<file path="src/rtl/epass_pkg.sv">
// Shared definitions for the E-pass lane arbiter and related lane sharers:
// FSM state encoding, lane-index width helper and the default timeout.
package epass_pkg;

    // Arbiter FSM states; the encoding is also exported on the debug port.
    typedef enum logic [1:0] {
        ST_IDLE  = 2'd0,
        ST_START = 2'd1,
        ST_WAIT  = 2'd2,
        ST_RESP  = 2'd3
    } arb_state_t;

    // Validator cycles allowed in WAIT before a forced fail.
    localparam int DEFAULT_TIMEOUT_CYC = 16;

    // Bits needed to index n items, never less than one.
    function automatic int clog2_min1(input int n);
        return (n <= 2) ? 1 : $clog2(n);
    endfunction

endpackage

</file>
<file path="src/rtl/epass_lane_arbiter_rr_pick.sv">
// Combinational round-robin picker: scans lanes starting at rr_ptr, wrapping at
// N, and reports the first requesting lane as one-hot and as an index.
// Also used by the gate-actuator sharer.
module rr_pick
    import epass_pkg::*;
#(
    parameter  int N  = 4,
    localparam int LW = clog2_min1(N)
) (
    input  logic [N-1:0]  req,
    input  logic [LW-1:0] rr_ptr,
    output logic [N-1:0]  win_onehot,
    output logic [LW-1:0] win_idx,
    output logic          win_any
);

    // First requester at or after rr_ptr, in circular order.
    always_comb begin
        win_onehot = '0;
        win_idx    = '0;
        win_any    = 1'b0;
        for (int i = 0; i < N; i++) begin
            if (!win_any && req[(int'(rr_ptr) + i) % N]) begin
                win_any                              = 1'b1;
                win_idx                              = LW'((int'(rr_ptr) + i) % N);
                win_onehot[(int'(rr_ptr) + i) % N]   = 1'b1;
            end
        end
    end

endmodule

</file>
<file path="src/rtl/epass_lane_arbiter.sv">
// E-pass lane arbiter: shares one validator between NUM_LANES toll lanes.
// Grants one lane at a time, pulses val_start, bounds the validator run with a
// timeout and returns a one-cycle pass/fail result to the served lane.
// Optional build macro EPASS_ARB_PRIORITY_EN makes lane 0 a priority lane that
// wins whenever it requests and does not move the round-robin pointer.
//
// Handshake: a lane raises req and holds it until it sees its res_valid bit.
// grant is one-hot for the lane in service (zero when idle). res_valid is a
// single-cycle pulse on that lane; res_ok/res_timeout are only meaningful while
// |res_valid. Toward the validator, val_start is a single-cycle pulse on
// val_lane and val_done is a single-cycle pulse carrying val_ok.
module epass_lane_arbiter
    import epass_pkg::*;
#(
    parameter  int NUM_LANES   = 4,
    parameter  int TIMEOUT_CYC = DEFAULT_TIMEOUT_CYC,
    localparam int LANE_W      = clog2_min1(NUM_LANES)
) (
    input  logic                 clk,
    input  logic                 reset_n,
    input  logic [NUM_LANES-1:0] req,
    output logic [NUM_LANES-1:0] grant,
    output logic [NUM_LANES-1:0] res_valid,
    output logic                 res_ok,
    output logic                 res_timeout,
    output logic                 val_start,
    output logic [LANE_W-1:0]    val_lane,
    input  logic                 val_done,
    input  logic                 val_ok,
    output logic                 busy,
    output logic [1:0]           state_dbg
);

    localparam int              TMR_W   = clog2_min1(TIMEOUT_CYC);
    localparam logic [TMR_W-1:0] TMR_MAX = TMR_W'(TIMEOUT_CYC - 1);
    localparam logic [LANE_W-1:0] LAST_LANE = LANE_W'(NUM_LANES - 1);

    arb_state_t           state;
    logic [TMR_W-1:0]     timer;
    logic [LANE_W-1:0]    rr_ptr;

    logic [NUM_LANES-1:0] rr_onehot;
    logic [LANE_W-1:0]    rr_idx;
    logic                 rr_any;

    logic [NUM_LANES-1:0] pick_onehot;
    logic [LANE_W-1:0]    pick_idx;
    logic                 pick_any;
    logic [LANE_W-1:0]    rr_next;
    logic                 rr_adv;

    rr_pick #(.N(NUM_LANES)) u_rr_pick (
        .req        (req),
        .rr_ptr     (rr_ptr),
        .win_onehot (rr_onehot),
        .win_idx    (rr_idx),
        .win_any    (rr_any)
    );

`ifdef EPASS_ARB_PRIORITY_EN
    // Lane 0 pre-empts the round-robin choice; only other lanes move the pointer.
    always_comb begin
        pick_onehot = rr_onehot;
        pick_idx    = rr_idx;
        pick_any    = rr_any;
        if (req[0]) begin
            pick_onehot = {{(NUM_LANES-1){1'b0}}, 1'b1};
            pick_idx    = '0;
            pick_any    = 1'b1;
        end
        rr_adv = (val_lane != '0);
    end
`else
    // Pure round-robin over all lanes.
    always_comb begin
        pick_onehot = rr_onehot;
        pick_idx    = rr_idx;
        pick_any    = rr_any;
        rr_adv      = 1'b1;
    end
`endif

    // Pointer to the lane after the one being served, wrapping at NUM_LANES.
    always_comb begin
        rr_next = (val_lane == LAST_LANE) ? '0 : val_lane + 1'b1;
    end

    // Arbiter FSM with all outputs registered.
    always_ff @(posedge clk or negedge reset_n) begin
        if (!reset_n) begin
            state       <= ST_IDLE;
            grant       <= '0;
            res_valid   <= '0;
            res_ok      <= 1'b0;
            res_timeout <= 1'b0;
            val_start   <= 1'b0;
            val_lane    <= '0;
            busy        <= 1'b0;
            timer       <= '0;
            rr_ptr      <= '0;
        end else begin
            case (state)
                ST_IDLE: begin
                    if (pick_any) begin
                        grant     <= pick_onehot;
                        val_lane  <= pick_idx;
                        val_start <= 1'b1;
                        busy      <= 1'b1;
                        state     <= ST_START;
                    end
                end
                ST_START: begin
                    // A val_done seen here belongs to nothing we started; drop it.
                    val_start <= 1'b0;
                    timer     <= '0;
                    state     <= ST_WAIT;
                end
                ST_WAIT: begin
                    // A real answer beats a coincident timeout.
                    if (val_done) begin
                        res_valid   <= grant;
                        res_ok      <= val_ok;
                        res_timeout <= 1'b0;
                        state       <= ST_RESP;
                    end else if (timer == TMR_MAX) begin
                        res_valid   <= grant;
                        res_ok      <= 1'b0;
                        res_timeout <= 1'b1;
                        state       <= ST_RESP;
                    end else begin
                        timer <= timer + 1'b1;
                    end
                end
                ST_RESP: begin
                    res_valid   <= '0;
                    res_ok      <= 1'b0;
                    res_timeout <= 1'b0;
                    grant       <= '0;
                    busy        <= 1'b0;
                    if (rr_adv) begin
                        rr_ptr <= rr_next;
                    end
                    state       <= ST_IDLE;
                end
                default: begin
                    state <= ST_IDLE;
                end
            endcase
        end
    end

    assign state_dbg = state;

endmodule
</file>
<file path="config.mk">
export PLATFORM = sky130hd
export DESIGN_NAME = epass_lane_arbiter
export DESIGN_NICKNAME = d
export VERILOG_FILES = /design/src/rtl/epass_pkg.sv /design/src/rtl/epass_lane_arbiter_rr_pick.sv /design/src/rtl/epass_lane_arbiter.sv
export SDC_FILE = /design/constraint.sdc
export NUM_CORES = 1
export LEC_CHECK = 0
export ABC_AREA = 1
export BUFFER_PORTS_ARGS = -buffer_cell sky130_fd_sc_hd__buf_2
export CORE_MARGIN = 5
export CORE_UTILIZATION = 30
export DETAILED_ROUTE_END_ITERATION = 6
export PLACE_DENSITY = 0.5
export REMOVE_ABC_BUFFERS = 1
export SYNTH_ARGS = -nofsm -noshare
export SYNTH_HDL_FRONTEND = slang
export SYNTH_SLANG_ARGS = --single-unit
</file>
<file path="constraint.sdc">
create_clock -name clk -period 4.51 [get_ports clk]
set_input_delay 1.353 -clock clk [delete_from_list [all_inputs] [get_ports clk]]
set_output_delay 1.353 -clock clk [all_outputs]
set_load 0.05 [all_outputs]
</file>
== After elaboration in Yosys (flattened, before gate mapping) ==
Cells that the tools add are included.

* Logic and storage cells: 115
* Flip-flop bits (word level): 22
* Output and inout port bits: 16
* Input bits: 8

* $lt $le $gt $ge: 8
* Reduce and logical (&&, ||, !) cells: 24
* Muxes and demuxes: 53
* Bitwise gates (word level): 6
* Equal/unequal tests: 9
* Add/sub/neg operators: 5

{| class="wikitable"
|+ Operators by type and width
! operator !! number
|-
| $mux W4 || 9
|-
| $pmux W4 S2 || 3
|-
| $mux W1 || 20
|-
| $mux W2 || 8
|-
| $lt A3 B4 Y1 const B || 3
|-
| $or A4 B4 Y4 || 3
|-
| $reduce_and A2 Y1 || 5
|-
| $ge A3 B1 Y1 const B || 3
|-
| $bmux W1 S2 || 4
|-
| $demux W1 S2 || 4
|-
| $pmux W1 S2 || 4
|-
| $pmux W2 S4 || 1
|-
| $reduce_bool A2 Y1 || 4
|-
| $logic_and A1 B1 Y1 || 7
|-
| $eq A2 B2 Y1 const B || 3
|-
| $ne A2 B2 Y1 const B || 3
|-
| $reduce_or A2 Y1 || 3
|-
| $add A2 B1 Y2 const B || 2
|-
| $add A2 B2 Y2 const B || 2
|-
| $add A4 B1 Y4 const B || 1
|-
| $eq A4 B4 Y1 const B || 1
|-
| $and A1 B1 Y1 const A || 3
|-
| $logic_not A1 Y1 || 3
|-
| $lt A2 B3 Y1 const B || 1
|-
| 5 further kinds || 5
|}

== Depth between registers and ports, before layout ==
* Word-level depth: 16
* Gate-level depth with buffers: 13
* Depth with buffers taken out: 12

== Modules after synthesis ==
A second synthesis with hierarchy kept.

* Cells, all modules: 199
* Area, all modules: 1498.9 µm²

{| class="wikitable"
|+ By module, submodules not included
! module !! instances !! cells each !! area each (µm²) !! seq. area each (µm²)
|-
| epass_lane_arbiter || 1 || 125 || 1058.5 || 550.5
|-
| rr_pick || 1 || 74 || 440.4 || 0.0
|}

== Least setup slack after synthesis ==
Ideal clock, no wire load.

* Kind: input to register
* Start point: input req[1]
* End point: register val_lane[0]
* Stages: 11
* Path buffers: 1
* Setup time: 0.118 ns
* Slack: 2.194 ns
* Required time: 4.392 ns
* Arrival: 2.198 ns
* Cells stage by stage: nand2_1 nand2_4 nand2_4 nand2_4 nor2_8 nand3_2 nand2_2 buf_6 inv_2 nand3_1 nand2_1

* Word-level cells in the longest chain between the ends: 13
* Elaborated cells between the ends (all ways): 26

{| class="wikitable"
|+ RTL lines
! element !! RTL line !! RTL
|-
| from (decl) || epass_lane_arbiter.sv:21 || <nowiki>input logic [NUM_LANES-1:0] req,</nowiki>
|-
| $bmux W1 S2 || epass_lane_arbiter_rr_pick.sv:23 || <nowiki>if (!win_any && req[(int'(rr_ptr) + i) % N]) begin</nowiki>
|-
| $mux W1 (implied by the code) || epass_lane_arbiter_rr_pick.sv:23 ||
|-
| $mux W1 || epass_lane_arbiter_rr_pick.sv:23 ||
|-
| $logic_not A1 Y1 || epass_lane_arbiter_rr_pick.sv:23 ||
|-
| $logic_and A1 B1 Y1 || epass_lane_arbiter_rr_pick.sv:23 ||
|-
| $mux W1 || epass_lane_arbiter_rr_pick.sv:23 ||
|-
| $logic_not A1 Y1 || epass_lane_arbiter_rr_pick.sv:23 ||
|-
| $logic_and A1 B1 Y1 || epass_lane_arbiter_rr_pick.sv:23 ||
|-
| $mux W1 || epass_lane_arbiter_rr_pick.sv:23 ||
|-
| $logic_not A1 Y1 || epass_lane_arbiter_rr_pick.sv:23 ||
|-
| $logic_and A1 B1 Y1 || epass_lane_arbiter_rr_pick.sv:23 ||
|-
| $mux W1 || epass_lane_arbiter_rr_pick.sv:23 ||
|-
| $reduce_and A2 Y1 (no source line) || - ||
|-
| to (signal assigned) || epass_lane_arbiter.sv:106 || <nowiki>val_lane <= pick_idx;</nowiki>
|-
| to (decl) || epass_lane_arbiter.sv:27 || <nowiki>output logic [LANE_W-1:0] val_lane,</nowiki>
|}

Parallel ways exist; a longest one is shown, timed or not. The select of a mux whose other input is x is not followed.
A chain may end at the register's enable or synchronous reset.

== Worst setup path in the final report ==
* Start point: input val_done
* End point: register res_valid[3]

* Word-level cells in the longest chain between the ends: 2
* Elaborated cells between the ends (all ways): 4

{| class="wikitable"
|+ RTL lines
! element !! RTL line !! RTL
|-
| from (decl) || epass_lane_arbiter.sv:28 || <nowiki>input logic val_done,</nowiki>
|-
| $mux W4 / $ne A3 B3 Y1 (equally long branches) || - ||
|-
| $pmux W4 S2 / $reduce_and A2 Y1 (equally long branches) || - ||
|-
| to (signal assigned) || epass_lane_arbiter.sv:121 || <nowiki>res_valid <= grant;</nowiki>
|-
| to (signal assigned) || epass_lane_arbiter.sv:126 || <nowiki>res_valid <= grant;</nowiki>
|-
| to (decl) || epass_lane_arbiter.sv:23 || <nowiki>output logic [NUM_LANES-1:0] res_valid,</nowiki>
|}

Parallel ways exist; a longest one is shown, timed or not.

==> out/qor.yml <==
path_clk_slew_ns: 0.08
pin_count: 24
crit_slowest_cell: "a21oi_1"
port_buffers: 23
cap_violations: 0
critPathKind: "in -> reg"
synth_fa_ha_area_frac: 0.1068
placed_area_um2: 1698
pre_cts_slack_ns: 1.800
ys.warnings.count: 0
final_core_util: 0.3499
fin_crit_ns: 2.415
final_cell_area_um2: 1753
irDropWorstVdd_mv: 0.2235
cp_max_fo: 11
placementRows: 26
layout_setup_ws_ns: 2.095
p_leak_nw: 0.9349
path_cells: "buf_2, nor2_1, nand2_1, inv_1, a21oi_1, nand3_1, o21ai_0"
post-cts-setup-buffers: 0
clock_sinks: 22
endpoint_kind: "flop"
ys_ff_latch: 22
drive_gt1_frac: 0.2074
die-height_um: 81.25
syn_inst: 193
setup_viol: 0
fin_skew_ns: 0.001968
layout_common_cells: "47 x nand2_1, 33 x nand3_1, 23 x buf_2"
cts_tree: "built"
wl_mm: 3.229
grt_max_degree: 23
final_common_cell: "nand2_1"
synth_top_area_cell: "dfrtp_1"
routed_via_density: 4.512
cp.required_ns: 4.69
gp_congestion: 0.8165
globalRouteOverflowTotal: 0
slew_violations: 0
vias: 1295
die-area_um2: 6601
synth-compound-area-share: 0.1002
max_stage_delay_ns: 0.54
post-dp-hpwl_mm: 2.518
hold_viol: 0
setup_tns_ns: 0
drtPass1Iterations: 4
yosysUniqueCellTypes: 25
slew_headroom: 0.5603
diodes: 0
synth.top_cell.area_share: 0.3615
synth_xor_area_frac: 0.005752
drtAntennaViolNets: 0
drtIter0Drc: 80
post-route-period-util: 0.5354
rsz0062_at_grt: "false"
clock_latency_ns: 0.26
grt_pass1_vias: 1223
synth_top_family_by_area: "simple AND/OR/NAND/NOR gates"
fin_nets: 239
critPathLaunchType: "input pin"
cts_buffer_depth: 2
initial_core_util: 0.3039
coreArea_um2: 5010
wire_per_inst_um: 11.25
fmaxAchievable_mhz: 414.1
cts_buffers: 3
muxShareOfSynthArea: 0
holdWs_ns: 0.4873
antenna_found_initial: 0
holdBufCountCts: 0
track_usage: 0.1063
synth.avg_cell_area_um2: 7.890
post_cts_resized: 0
tightest_slew_ns: 0.6596
fillers: 565
status: "complete, no violations"
cp.arrival_ns: 2.60
drc: 0
grt_pass1_wl_mm: 5.554
area_growth_syn_to_layout_pct: 15.12
synth_area_um2: 1523
die_w_um: 81.25
hold_class: "reg -> reg"
synth-simple-area-share: 0.3426
yosys-top-cells-area: "dfrtp_1 36%, nand2_1 12%, nand3_1 11%, ha_1 11%, inv_1 4.9%"
cts_max_level: 1
yosysSeqAreaShare: 0.3615
cts-root-buf: "clkbuf_8"
p_per_area_nw_per_um2: 798.6
==> path summary, 6_finish.rpt <==
kind	end	start	depth (start not counted)	slack [ns]
worst max-delay path	res_valid[3]	val_done	7	2.10
min in group asynchronous	res_valid[0]	reset_n	1	1.05
max in group asynchronous	busy	reset_n	1	3.13
worst min-delay path	timer[2]	timer[2]	1	0.49
worst min register to register	timer[2]	timer[2]	1	0.49
worst max register to register	grant[2]	rr_ptr[0]	11	2.28
==> power breakdown <==
group | internal, mW | total (mW) | switching [mW]
clock network | 0.0777 | 0.139 | 0.0616
logic | 0.262 | 0.918 | 0.656
registers | 0.268 | 0.342 | 0.0744
total | 0.608 | 1.40 | 0.792
==> logic make-up after synthesis <==
kind of cell / count (synthesis)
AO/OA/AOI/OAI: 25
flip-flops: 22
adder cells (fa/ha/maj): 13
AND/OR/NAND/NOR: 104
XOR/XNOR: 1
buffers and inverters: 28
==> synth_stat cells <==
cell type	n
nand2_1	47
nand3_1	33
dfrtp_1	22
inv_1	20
ha_1	13
o21ai_0	9
a21oi_1	8
nor2_1	6
nand4_1	5
a21boi_0	4
nand2_2	4
nand2_4	4
inv_2	3
nand3_2	3
buf_6	2
buf_2	1
clkinv_1	1
inv_6	1
nor2_2	1
nor2_8	1
o211ai_1	1
o21ai_4	1
o22ai_1	1
o31ai_1	1
xnor2_1	1
==> metrics by stage <==
stage,power (mW),instances
global route,1.551,287
CTS,1.421,287
finish,1.400,287
floorplan,1.065,190
global placement,1.280,283
detailed placement,1.274,283
==> registers in the layout, summed over array words and instances (netlist names), 2 cells and up <==
register / count
res_valid: 4
timer: 4
state_dbg: 2
rr_ptr: 2
val_lane: 2
grant: 4
==> metal layers <==
layer,wire (um),global-route usage
met5,0,0
met3,137,0.02772
met4,25,0.02027
met2,1482,0.1798
met1,1583,0.1367
==> layout make-up <==
class                   count  area [um2]  area share
multi-input cells         143       845.8      0.4825
flip-flops and latches     22       550.5      0.3141
repair buffers             23       115.1     0.06567
inverters                  25       98.84     0.05639
well taps                  70       87.58     0.04996
clock buffers               4       55.05     0.03141
==> worst max-delay path: cells and delay by family <==
| kind | cells | cell delay [ns] |
|---|---|---|
| simple gates | 3 | 0.40 |
| compound gates | 2 | 0.64 |
| buf+inv | 2 | 0.20 |
Note: power is estimated with default switching activity, not from simulation.
